==> src/rtl/imem_fetch_ctrl.sv <==
// Instruction-fetch sequencer: owns the fetch PC, fills a small fetch queue from IMEM, and hands words to decode.
// Optional FETCH_PERF_EN adds saturating fetch/stall performance counters.
module imem_fetch_ctrl #(
    parameter int                ADDR_W     = 32,
    parameter int                IMEM_DEPTH = 128,
    parameter logic [ADDR_W-1:0] RESET_PC   = '0,
    parameter int                QDEPTH     = 2
) (
    input  logic              clk,
    input  logic              rst_n,
    input  logic              fetch_en,
    output logic [ADDR_W-1:0] imem_addr,
    input  logic [31:0]       imem_instr,
    output logic              if_valid,
    input  logic              if_ready,
    output logic [31:0]       if_instr,
    output logic [ADDR_W-1:0] if_pc,
    input  logic              redirect_valid,
    input  logic [ADDR_W-1:0] redirect_pc,
    output logic              halt
`ifdef FETCH_PERF_EN
    ,
    output logic [31:0]       perf_fetch_cnt,
    output logic [31:0]       perf_stall_cnt
`endif
);

    localparam int                PTR_W    = $clog2(QDEPTH);
    localparam int                CNT_W    = PTR_W + 1;
    localparam logic [ADDR_W-1:0] DEPTH_A  = ADDR_W'(IMEM_DEPTH);
    localparam logic [CNT_W-1:0]  FULL_CNT = CNT_W'(QDEPTH);

    typedef enum logic [1:0] {
        IDLE = 2'd0,
        RUN  = 2'd1,
        HALT = 2'd2
    } state_t;

    state_t              state, state_nxt;
    logic [ADDR_W-1:0]   fetch_pc;
    logic [PTR_W-1:0]    head_ptr, tail_ptr;
    logic [CNT_W-1:0]    count;
    logic [ADDR_W-1:0]   q_pc    [QDEPTH];
    logic [31:0]         q_instr [QDEPTH];

    logic in_range, q_full, pop, push;

    assign in_range = fetch_pc < DEPTH_A;
    assign q_full   = count == FULL_CNT;
    assign pop      = if_valid && if_ready && !redirect_valid;
    assign push     = (state == RUN) && fetch_en && in_range && (!q_full || pop) && !redirect_valid;

    always_comb begin
        state_nxt = state;
        halt      = 1'b0;
        unique case (state)
            IDLE: state_nxt = RUN;
            RUN: begin
                if (!in_range && count == '0)
                    state_nxt = HALT;
            end
            HALT: halt = 1'b1;
            default: state_nxt = IDLE;
        endcase
        if (redirect_valid)
            state_nxt = RUN;
    end

    // control: state, PC, queue pointers and occupancy
    always_ff @(posedge clk or negedge rst_n) begin
        if (!rst_n) begin
            state    <= IDLE;
            fetch_pc <= RESET_PC;
            head_ptr <= '0;
            tail_ptr <= '0;
            count    <= '0;
        end else begin
            state <= state_nxt;
            if (redirect_valid) begin
                fetch_pc <= redirect_pc;
                head_ptr <= '0;
                tail_ptr <= '0;
                count    <= '0;
            end else begin
                if (push) begin
                    fetch_pc <= fetch_pc + 1'b1;
                    tail_ptr <= tail_ptr + 1'b1;
                end
                if (pop)
                    head_ptr <= head_ptr + 1'b1;
                unique case ({push, pop})
                    2'b10:   count <= count + 1'b1;
                    2'b01:   count <= count - 1'b1;
                    default: count <= count;
                endcase
            end
        end
    end

    // queue storage: data only, validity is tracked by count
    always_ff @(posedge clk) begin
        if (push) begin
            q_pc[tail_ptr]    <= fetch_pc;
            q_instr[tail_ptr] <= imem_instr;
        end
    end

    assign imem_addr = fetch_pc;
    assign if_valid  = count != '0;
    assign if_pc     = if_valid ? q_pc[head_ptr]    : '0;
    assign if_instr  = if_valid ? q_instr[head_ptr] : '0;

`ifdef FETCH_PERF_EN
    function automatic logic [31:0] sat_inc(input logic [31:0] v);
        return (v == '1) ? v : v + 32'd1;
    endfunction

    logic stall;
    assign stall = (state == RUN) && fetch_en && in_range && q_full && !pop;

    always_ff @(posedge clk or negedge rst_n) begin
        if (!rst_n) begin
            perf_fetch_cnt <= '0;
            perf_stall_cnt <= '0;
        end else begin
            if (push)
                perf_fetch_cnt <= sat_inc(perf_fetch_cnt);
            if (stall)
                perf_stall_cnt <= sat_inc(perf_stall_cnt);
        end
    end
`endif

endmodule

==> config.mk <==
export PLATFORM = sky130hd
export DESIGN_NAME = imem_fetch_ctrl
export DESIGN_NICKNAME = d
export VERILOG_FILES = /design/src/rtl/imem_fetch_ctrl.sv
export SDC_FILE = /design/constraint.sdc
export NUM_CORES = 1
export LEC_CHECK = 0
export ABC_AREA = 1
export BUFFER_PORTS_ARGS = -buffer_cell sky130_fd_sc_hd__buf_4
export CORE_ASPECT_RATIO = 1.25
export CORE_MARGIN = 2
export CORE_UTILIZATION = 46
export DETAILED_ROUTE_END_ITERATION = 10
export GPL_ROUTABILITY_DRIVEN = 0
export PLACE_DENSITY = 0.74
export SYNTH_ARGS = -nofsm -noshare
export SYNTH_HDL_FRONTEND = slang
export SYNTH_SLANG_ARGS = --single-unit
==> constraint.sdc <==
create_clock -name clk -period 6.8 [get_ports clk]
set_input_delay 0.68 -clock clk [delete_from_list [all_inputs] [get_ports clk]]
set_output_delay 0.68 -clock clk [all_outputs]
set_load 0.02 [all_outputs]
==> flow_metrics.env, run 1 <==
export IMPL_ir_drop_mv=0.169
export IMPL_switching_power_uw=877
export IMPL_finalSetupTns_ps=0
export IMPL_area_delta_synth_final_pct=31.2
export IMPL_clkTransAtPathRegs_ps=60
export IMPL_finalSetupViolations=0
export IMPL_crit_type="reg2out"
export IMPL_crit_end="if_pc[0]"
export IMPL_rows=48
export IMPL_chipWidth_um=111
export IMPL_relSlewSlack_pct=18.7
export IMPL_rsz0062_at_grt="no"
export IMPL_final_setup_worst_slack_ps=3160
export IMPL_synth_top_cell_area_share_pct=58.7
export IMPL_syn_cell_area_um2=6550
export IMPL_grt_pass1_vias=4487
export IMPL_ctsHtreeMaxLevel=4
export IMPL_internal_power_mw=2.03
export IMPL_arrival_ps=2960
export IMPL_cp_max_fo=66
export IMPL_crit_path_top_delay_cell="dfrtp_2"
export IMPL_numCtsBuffers=17
export IMPL_pwr_share_clk_pct=35.2
export IMPL_cts_tree="done"
export IMPL_status="finished clean"
export IMPL_drive_gt1_share_pct=29.1
export IMPL_min_path_type="in2async"
export IMPL_io_pins=167
export IMPL_ys_types=26
export IMPL_clock_sinks=166
export IMPL_min_period_ps=3640
export IMPL_antenna_found_initial=0
export IMPL_yosys_top_cells_area="edfxtp_1 59%, dfrtp_1 15%, nand2_1 11%"
export IMPL_worst_pin_slew_ps=1220
export IMPL_dominantRegCellSynth="edfxtp_1"
export IMPL_path_cells="inv_2 > nand2_1 > a21oi_1 > buf_4"
export IMPL_async_flop_share_pct=22.9
export IMPL_drtIter0Drc=290
export IMPL_cpPeakStageDelay_ps=1180
export IMPL_switching_share_pct=30.2
export IMPL_fin_crit_sh_pct=53.6
export IMPL_cellLeakagePower_nw=3.59
export IMPL_core_um2=13900
export IMPL_rr_worst_depth=9
export IMPL_startpoint="head_ptr"
export IMPL_clockRootBuffer="clkbuf_16"
export IMPL_r2r_end="q_pc[0][14]"
export IMPL_whs_ps=232
export IMPL_final_setup_skew_ps=10.0
export IMPL_cts_setup_buffers=0
export IMPL_start_kind="flip-flop"
export IMPL_power_density_nw_per_um2=338
export IMPL_syn_inst=570
export IMPL_ctsResizeCount=0
export IMPL_drc=0
export IMPL_cts_buffer_depth=2
export IMPL_cp_end_kind="output pin"
export IMPL_antenna_cells=0
export IMPL_routed_via_density=5.06
export IMPL_r2r_start="imem_addr[25]"
export IMPL_num_vias=4656
export IMPL_slew_viol_final=0
export IMPL_seqPwrFrac_pct=40.8
export IMPL_grt_pass1_wl_mm=22.8
export IMPL_combPwrFrac_pct=24.0
export IMPL_post_place_ws_ps=3490
export IMPL_drv_cap=0
export IMPL_antenna_left=0
export IMPL_r2r_slack_ps=4150
export IMPL_yosysWarnings=0
export IMPL_routed_wl_mm=14.7
export IMPL_synthTopCellsByCount="198 x nand2_1, 128 x edfxtp_1, 66 x a21oi_1"
export IMPL_crit_required_ps=6120
export IMPL_finalHoldViolCount=0
export IMPL_clock_latency_ps=410
export IMPL_grt_overflow_total=0
export IMPL_synth_top_area_cell="edfxtp_1"
export IMPL_fmax_ghz=0.274
export IMPL_start_util_pct=47.2
export IMPL_grt_total_usage_pct=19.3
export IMPL_ys_ff_latch=166
export IMPL_synth_nets=640
export IMPL_ctsHoldBuffers=0
export IMPL_power_mw=2.91
export IMPL_synth_most_common_cell="nand2_1"
export IMPL_numPortBuffers=166
export IMPL_post_dp_hpwl_mm=9.39
export IMPL_avgSynthCellArea_um2=11.5
export IMPL_die_area_um2=15200
export IMPL_ys_seq_area_share_pct=73.3
export IMPL_fin_nets=802
export IMPL_wl_per_cell_um=16.0
export IMPL_grt_max_degree=69
export IMPL_synth_edf_count=128
export IMPL_die_h_um=137
export IMPL_first_pass_iters=4
-- power groups by stage --
| stage | Clock (mW) | Sequential [mW] | Combinational (mW) |
|---|---|---|---|
| final | 1.02 | 1.19 | 0.697 |
| after global routing | 1.09 | 1.19 | 0.751 |
| after CTS | 1.04 | 1.19 | 0.706 |
| after detailed placement | 0 | 1.21 | 0.704 |
| after global placement | 0 | 1.21 | 0.695 |
| after floorplan | 0 | 1.19 | 0.397 |
-- registers in the layout, indices dropped and copies added (netlist names) --
name / count
q_pc: 64
state: 2
count: 2
head_ptr: 1
tail_ptr: 1
q_instr: 64
imem_addr: 32
-- metal layers --
metal | global-route usage, % | wire length [um]
met1 | 23.2 | 5880
met2 | 34.2 | 7720
met3 | 4.93 | 919
met4 | 6.53 | 229
met5 | 0 | 0
-- cell usage in the layout, fill, tap and decap left out, types with 2 or more instances in the layout --
cell,instances
nor2_1,45
nand3_1,12
clkbuf_8,2
inv_6,4
o21ai_0,7
xor2_1,5
clkinvlp_4,2
o211ai_1,4
inv_2,3
nor3_1,4
clkinv_4,2
a21oi_1,66
inv_1,17
bufinv_16,4
nand2_1,198
nor2_4,3
clkbuf_16,17
edfxtp_1,128
nand2_4,2
dfrtp_1,37
nand2_2,2
buf_4,170
-- logic make-up (layout without fill, tap and decap cells) --
kind of cell,count (synthesis),count (layout),share of synthesized area [%]
simple gates,270,270,16.5
flops,166,166,73.3
compound gates,81,81,6.60
buf+inv,47,222,2.79
xor+xnor,5,5,0.669
fa+ha+maj,1,1,0.191
-- how the worst min path moves through the flow --
stage | start | slack (ps) | end
finish | rst_n | 230 | imem_addr[4]
global route | rst_n | 260 | imem_addr[4]
CTS | rst_n | 240 | state[1]
detailed placement | state[1] | 440 | state[1]
global placement | state[1] | 430 | state[1]
floorplan | rst_n | 380 | count[0]
-- critical path, delay by kind of cell, from the launching register on --
kind,cells,cell delay (ps)
AOI/OAI and AO/OA,1,100
and+or+nand+nor,1,260
DFF,1,1180
buffers and inverters,2,1010
-- area by class of cell --
type / count / area [um^2]
Clock inverter: 13 / 193
Timing Repair Buffer: 170 / 1280
Clock buffer: 19 / 453
Multi-Input combinational cell: 357 / 1580
Tap cell: 175 / 219
Sequential cell: 166 / 4800
Fill cell: 1083 / 5280
Inverter: 20 / 75.1
-- metrics by stage --
| stage | cells | instance area, um^2 | util (%) |
|---|---|---|---|
| 3_5_place_dp | 888 | 7940 | 57.3 |
| 3_3_place_gp | 888 | 7940 | 57.3 |
| 5_1_grt | 920 | 8590 | 61.9 |
| 2_1_floorplan | 570 | 6550 | - |
| 4_1_cts | 920 | 8590 | 61.9 |
| 6_report | 920 | 8590 | 61.9 |
(Power assumes the default switching activity.)
==> inputs of run 2 (changes only) <==
--- a/config.mk
+++ b/config.mk
@@ -12,7 +12,7 @@
 export CORE_UTILIZATION = 46
 export DETAILED_ROUTE_END_ITERATION = 10
 export GPL_ROUTABILITY_DRIVEN = 0
-export PLACE_DENSITY = 0.74
+export PLACE_DENSITY = 0.77
 export SYNTH_ARGS = -nofsm -noshare
 export SYNTH_HDL_FRONTEND = slang
 export SYNTH_SLANG_ARGS = --single-unit
==> constraint.sdc (replaced) <==
create_clock -name clk -period 3.2 [get_ports clk]
set_input_delay 0.32 -clock clk [delete_from_list [all_inputs] [get_ports clk]]
set_output_delay 0.32 -clock clk [all_outputs]
set_load 0.02 [all_outputs]
==> run 2 against run 1 <==
  * Non-clock buffer count increased by 6
  * Final area rose by 0.79%
  * First-iteration DRC count fell by 8.3%
  * Via count up 0.69%
  * Routed wire length up 2.1%
  * Cell count is 0.65% higher
  * Sequential share of layout area is 0.44 points lower
  * Sequential power increased by 110%
  * Combinational power grew 120%
  * Global-route usage rose by 0.46 points
  * Flip-flop and latch count stayed put
  * Largest cell class unchanged
  * Highest routed layer unchanged
==> flow_metrics.env, run 2 (same netlist as run 1, synthesis figures left out) <==
export IMPL_status="finished clean"
export IMPL_cp_num_cells=10
export IMPL_die_area_um2=15200
export IMPL_multiInputGateArea_um2=1580
export IMPL_layout_cells_most_common_list="198 x nand2_1, 173 x buf_4, 128 x edfxtp_1, 66 x a21oi_1, 45 x nor2_1"
export IMPL_path_delay_family="simple AND/OR/NAND/NOR gates"
export IMPL_numCtsBuffers=17
export IMPL_layout_commonest_cell="nand2_1"
export IMPL_cp_end_kind="flip-flop"
export IMPL_worst_pin_slew_ps=748
export IMPL_clock_latency_ps=420
export IMPL_wl_per_cell_um=16.3
export IMPL_chipWidth_um=111
export IMPL_cts_setup_buffers=0
export IMPL_clockRootBuffer="clkbuf_16"
export IMPL_finalSetupTns_ps=0
export IMPL_antenna_cells=0
export IMPL_clock_sinks=166
export IMPL_crit_path_top_delay_cell="dfrtp_1"
export IMPL_drv_cap=0
export IMPL_ctsHoldBuffers=1
export IMPL_fin_crit_sh_pct=79.7
export IMPL_fin_nets=808
export IMPL_area_delta_synth_final_pct=32.3
export IMPL_finalHoldViolCount=0
export IMPL_grt_total_usage_pct=19.7
export IMPL_min_period_ps=2550
export IMPL_crit_end="q_instr[0][22]"
export IMPL_post_route_util_pct=62.4
export IMPL_clkTransAtPathRegs_ps=60
export IMPL_start_kind="flip-flop"
export IMPL_relSlewSlack_pct=50.1
export IMPL_min_path_type="in2reg"
export IMPL_io_pins=167
export IMPL_die_h_um=137
export IMPL_routed_wl_mm=15.1
export IMPL_numPortBuffers=166
export IMPL_cpPeakStageDelay_ps=420
export IMPL_rsz0062_at_grt="no"
export IMPL_power_density_nw_per_um2=713
export IMPL_power_mw=6.18
export IMPL_path_common_cell="nand2_1"
export IMPL_path_cells="nor2_1 > nand2_1 > nor2_1 > nand2_1 > nor2_2 > nand2_4 > nor2_4 > nand2_1 > inv_2 > buf_4"
export IMPL_antenna_found_initial=0
export IMPL_drtIter0Drc=266
export IMPL_grt_max_degree=69
export IMPL_ir_drop_mv=0.345
export IMPL_grt_pass1_wl_mm=23.1
export IMPL_r2r_slack_ps=650
export IMPL_fill_cells=1118
export IMPL_arrival_ps=2660
export IMPL_ctsHtreeMaxLevel=4
export IMPL_fmax_ghz=0.392
export IMPL_drc=0
export IMPL_finalSetupViolations=0
export IMPL_r2r_end="q_instr[0][22]"
export IMPL_start_util_pct=47.2
export IMPL_cp_max_fo=23
export IMPL_postPlaceCellArea_um2=8010
export IMPL_post_dp_hpwl_mm=10.0
export IMPL_routed_via_density=5.06
export IMPL_crit_required_ps=3310
export IMPL_rr_worst_depth=10
export IMPL_drive_gt1_share_pct=29.3
export IMPL_crit_buf_inv=2
export IMPL_rows=48
export IMPL_ctsResizeCount=0
export IMPL_core_um2=13900
export IMPL_crit_type="reg2reg"
export IMPL_grt_pass1_vias=4607
export IMPL_startpoint="imem_addr[14]"
export IMPL_final_setup_skew_ps=10.7
export IMPL_cellLeakagePower_nw=3.63
export IMPL_cts_tree="done"
export IMPL_first_pass_iters=5
export IMPL_r2r_start="imem_addr[14]"
export IMPL_area_sequential_um2=4800
export IMPL_antenna_left=0
export IMPL_whs_ps=83.2
export IMPL_num_vias=4688
export IMPL_slew_viol_final=0
export IMPL_cts_buffer_depth=2
export IMPL_fin_area_um2=8660
export IMPL_grt_overflow_total=0
==> run 2: cell count changes in the layout (fill, tap and decap cells not counted), sizes merged <==
cell,delta
buf,+5
inv,-3
clkbuf,+2
clkinvlp,+1
dlygate4sd3,+1
==> run 2: stage by stage <==
step	cells	setup WS (ps)
floorplan	570	121
global placement	893	754
detailed placement	893	626
CTS	926	602
global route	926	434
finish	926	651
==> run 2: per-layer routing <==
layer | track usage (%) | routed length (um)
met4 | 6.74 | 207
met2 | 35.9 | 7950
met3 | 4.97 | 967
met1 | 23.0 | 5940
met5 | 0 | 0
==> run 2: report_power, final <==
group / internal [mW] / switching [mW]
registers: 2.39 / 0.0709
logic: 0.567 / 0.993
clock network: 1.35 / 0.802
total: 4.31 / 1.87
==> run 2: how the worst min path moves through the flow <==
stage,startpoint,end,slack (ps),depth (start not counted)
after floorplan,rst_n,count[0],20,0
after global placement,rst_n,imem_addr[29],320,1
after detailed placement,rst_n,imem_addr[29],320,1
after CTS,imem_instr[28],q_instr[1][28],70,1
after global routing,imem_instr[28],q_instr[1][28],70,1
final,imem_instr[28],q_instr[1][28],80,1
==> run 2: area by class of cell <==
type	instances	area share, %
Timing Repair Buffer	176	15.6
Inverter	20	0.867
Tap cell	175	2.53
Clock buffer	21	5.32
Multi-Input combinational cell	357	18.3
Clock inverter	11	2.01
Sequential cell	166	55.4
==> inputs of run 3 (changes only) <==
--- a/config.mk
+++ b/config.mk
@@ -5,14 +5,14 @@
 export SDC_FILE = /design/constraint.sdc
 export NUM_CORES = 1
 export LEC_CHECK = 0
-export ABC_AREA = 1
+export ABC_AREA = 0
 export BUFFER_PORTS_ARGS = -buffer_cell sky130_fd_sc_hd__buf_4
 export CORE_ASPECT_RATIO = 1.25
 export CORE_MARGIN = 2
 export CORE_UTILIZATION = 46
 export DETAILED_ROUTE_END_ITERATION = 10
 export GPL_ROUTABILITY_DRIVEN = 0
-export PLACE_DENSITY = 0.77
+export PLACE_DENSITY = 0.74
 export SYNTH_ARGS = -nofsm -noshare
 export SYNTH_HDL_FRONTEND = slang
 export SYNTH_SLANG_ARGS = --single-unit
==> constraint.sdc (replaced) <==
create_clock -name clk -period 2.4 [get_ports clk]
set_input_delay 0.24 -clock clk [delete_from_list [all_inputs] [get_ports clk]]
set_output_delay 0.24 -clock clk [all_outputs]
set_load 0.02 [all_outputs]
==> run 3 against run 2 <==
  * Combinational power down 72%
  * Worst hold slack got worse by 66 ps
  * Synthesized cell count decreased by 24%
  * Clock skew rose by 1.7 ps
  * Critical path depth shrank 5
  * Sequential power up 33%
  * Sequential share of layout area is 1.9 points lower
  * Synthesized area grew 1.5%
  * Flip-flop and latch count unchanged
  * First-iteration DRC count fell by 6.8%
  * Critical endpoint is now q_pc[1][6]
  * Largest cell class unchanged
==> flow_metrics.env, run 3 <==
export IMPL_status="finished clean"
export IMPL_layout_commonest_cell="buf_4"
export IMPL_finalHoldViolCount=0
export IMPL_arrival_ps=2390
export IMPL_cp_end_kind="flip-flop"
export IMPL_power_mw=6.35
export IMPL_cellLeakagePower_nw=3.34
export IMPL_post_place_ws_ps=111
export IMPL_crit_required_ps=2510
export IMPL_grt_pass1_vias=4477
export IMPL_placed_cells=772
export IMPL_wl_per_cell_um=18.1
export IMPL_grt_pass1_wl_mm=22.9
export IMPL_drtIter0Drc=248
export IMPL_area_delta_synth_final_pct=35.4
export IMPL_cts_buffer_depth=2
export IMPL_finalSetupViolations=0
export IMPL_relSlewSlack_pct=63.5
export IMPL_min_period_ps=2280
export IMPL_min_delay_start="imem_instr[10]"
export IMPL_r2r_start="imem_addr[12]"
export IMPL_post_dp_hpwl_mm=9.98
export IMPL_slew_viol_final=0
export IMPL_syn_inst=434
export IMPL_synth_most_common_cell="edfxtp_1"
export IMPL_chipWidth_um=112
export IMPL_crit_path_top_delay_cell="dfrtp_2"
export IMPL_final_setup_worst_slack_ps=120
export IMPL_fill_cells=1036
export IMPL_dominantRegCellSynth="edfxtp_1"
export IMPL_ys_ff_latch=166
export IMPL_ys_types=42
export IMPL_num_vias=4328
export IMPL_drive_gt1_share_pct=41.0
export IMPL_crit_type="reg2reg"
export IMPL_yosys_top_cells_area="edfxtp_1 58%, dfrtp_1 14%, mux2i_1 9.6%"
export IMPL_cp_max_fo=13
export IMPL_postPlaceCellArea_um2=8280
export IMPL_synthTopCellsByCount="128 x edfxtp_1, 73 x nor2_1, 64 x mux2i_1"
export IMPL_numCtsBuffers=17
export IMPL_clkTransAtPathRegs_ps=70
export IMPL_path_cells="nor4_2 > nand4_1 > nor3_1 > and3_4 > buf_4"
export IMPL_core_um2=14300
export IMPL_routed_via_density=5.30
export IMPL_numPortBuffers=166
export IMPL_die_h_um=138
export IMPL_synth_nets=504
export IMPL_fin_crit_sh_pct=95.0
export IMPL_ctsResizeCount=0
export IMPL_area_sequential_um2=4810
export IMPL_whs_ps=17.3
export IMPL_routed_wl_mm=14.8
export IMPL_antenna_left=0
export IMPL_min_path_type="in2reg"
export IMPL_syn_cell_area_um2=6650
export IMPL_start_util_pct=46.5
export IMPL_worst_pin_slew_ps=548
export IMPL_drc=0
export IMPL_crit_buf_inv=1
export IMPL_fmax_ghz=0.439
export IMPL_startpoint="imem_addr[12]"
export IMPL_first_pass_iters=5
export IMPL_grt_max_degree=41
export IMPL_grt_total_usage_pct=19.2
export IMPL_die_area_um2=15400
export IMPL_clockRootBuffer="clkbuf_16"
export IMPL_fin_area_um2=9000
export IMPL_yosysWarnings=0
export IMPL_synth_top_area_cell="edfxtp_1"
export IMPL_ys_seq_area_share_pct=72.1
export IMPL_antenna_cells=0
export IMPL_ctsHtreeMaxLevel=4
export IMPL_clock_sinks=166
export IMPL_grt_overflow_total=0
export IMPL_path_delay_family="simple AND/OR/NAND/NOR gates"
export IMPL_rsz0062_at_grt="no"
export IMPL_ir_drop_mv=0.548
export IMPL_multiInputGateArea_um2=1790
export IMPL_clock_latency_ps=420
export IMPL_synth_edf_count=128
export IMPL_cts_tree="done"
export IMPL_cpPeakStageDelay_ps=440
export IMPL_power_density_nw_per_um2=705
export IMPL_final_setup_skew_ps=12.4
export IMPL_drv_cap=0
export IMPL_synth_top_cell_area_share_pct=57.8
export IMPL_fin_nets=696
export IMPL_start_kind="flip-flop"
export IMPL_rows=49
export IMPL_avgSynthCellArea_um2=15.3
export IMPL_layout_cells_most_common_list="177 x buf_4, 128 x edfxtp_1, 72 x nor2_1, 64 x mux2i_1, 25 x dfrtp_1"
export IMPL_antenna_found_initial=0
export IMPL_final_cells=817
export IMPL_io_pins=167
export IMPL_async_flop_share_pct=22.9
run 3: final timing paths:
kind,slack [ps],cells past startpoint,end
min in group asynchronous,370,2,imem_addr[17]
max in group asynchronous,1610,2,head_ptr
setup / recovery,120,5,q_pc[1][6]
setup reg to reg,120,5,q_pc[1][6]
hold / removal,20,1,q_instr[0][10]
hold reg to reg,500,0,q_pc[1][21]
run 3: what timing repair did:
action,in CTS,in global routing
buffers inserted,0,0
hold buffers,12,1
setup endpoints to repair,0,0
hold endpoints to repair,60,2
run 3: cells by family (layout without fill, tap and decap cells):
kind of cell,count (synthesis),in the layout,share of synthesized area [%]
compound gates,32,32,3.58
simple gates,121,121,8.43
flops,166,166,72.1
mux,88,88,13.7
fa+ha+maj,1,1,0.188
xor+xnor,1,1,0.132
buf+inv,25,230,1.83
run 3: per-layer routing:
layer  GRT usage [%]  part of all wire, %  wire length (um)  up-vias
li1                -                    -                 -     2018
met1            22.2                   38              5660     2119
met2            34.1                   53              7830      165
met3            4.52                  5.8               858       26
met4            8.06                  2.7               402        0
met5               0                    0                 0        -
run 3: metrics by stage:
stage / util (%) / setup TNS, ps
2_1_floorplan: - / -51640
3_3_place_gp: 58.0 / 0
3_5_place_dp: 58.0 / 0
4_1_cts: 62.9 / 0
5_1_grt: 63.0 / 0
6_report: 63.0 / 0
run 3: report_power, final:
group          total [mW]  internal (mW)  leakage [nW]  switching [mW]
clock                2.64           1.52         0.284            1.12
combinational       0.443          0.226          1.47           0.217
sequential           3.26           3.18          1.59          0.0838
run 3: layout make-up:
type	count	area share (%)
repair buffers	196	17.5
flip-flops and latches	166	53.5
clock inverters	13	1.49
inverters	2	0.0834
clock buffers	19	5.05
multi-input cells	243	19.9
well taps	178	2.47
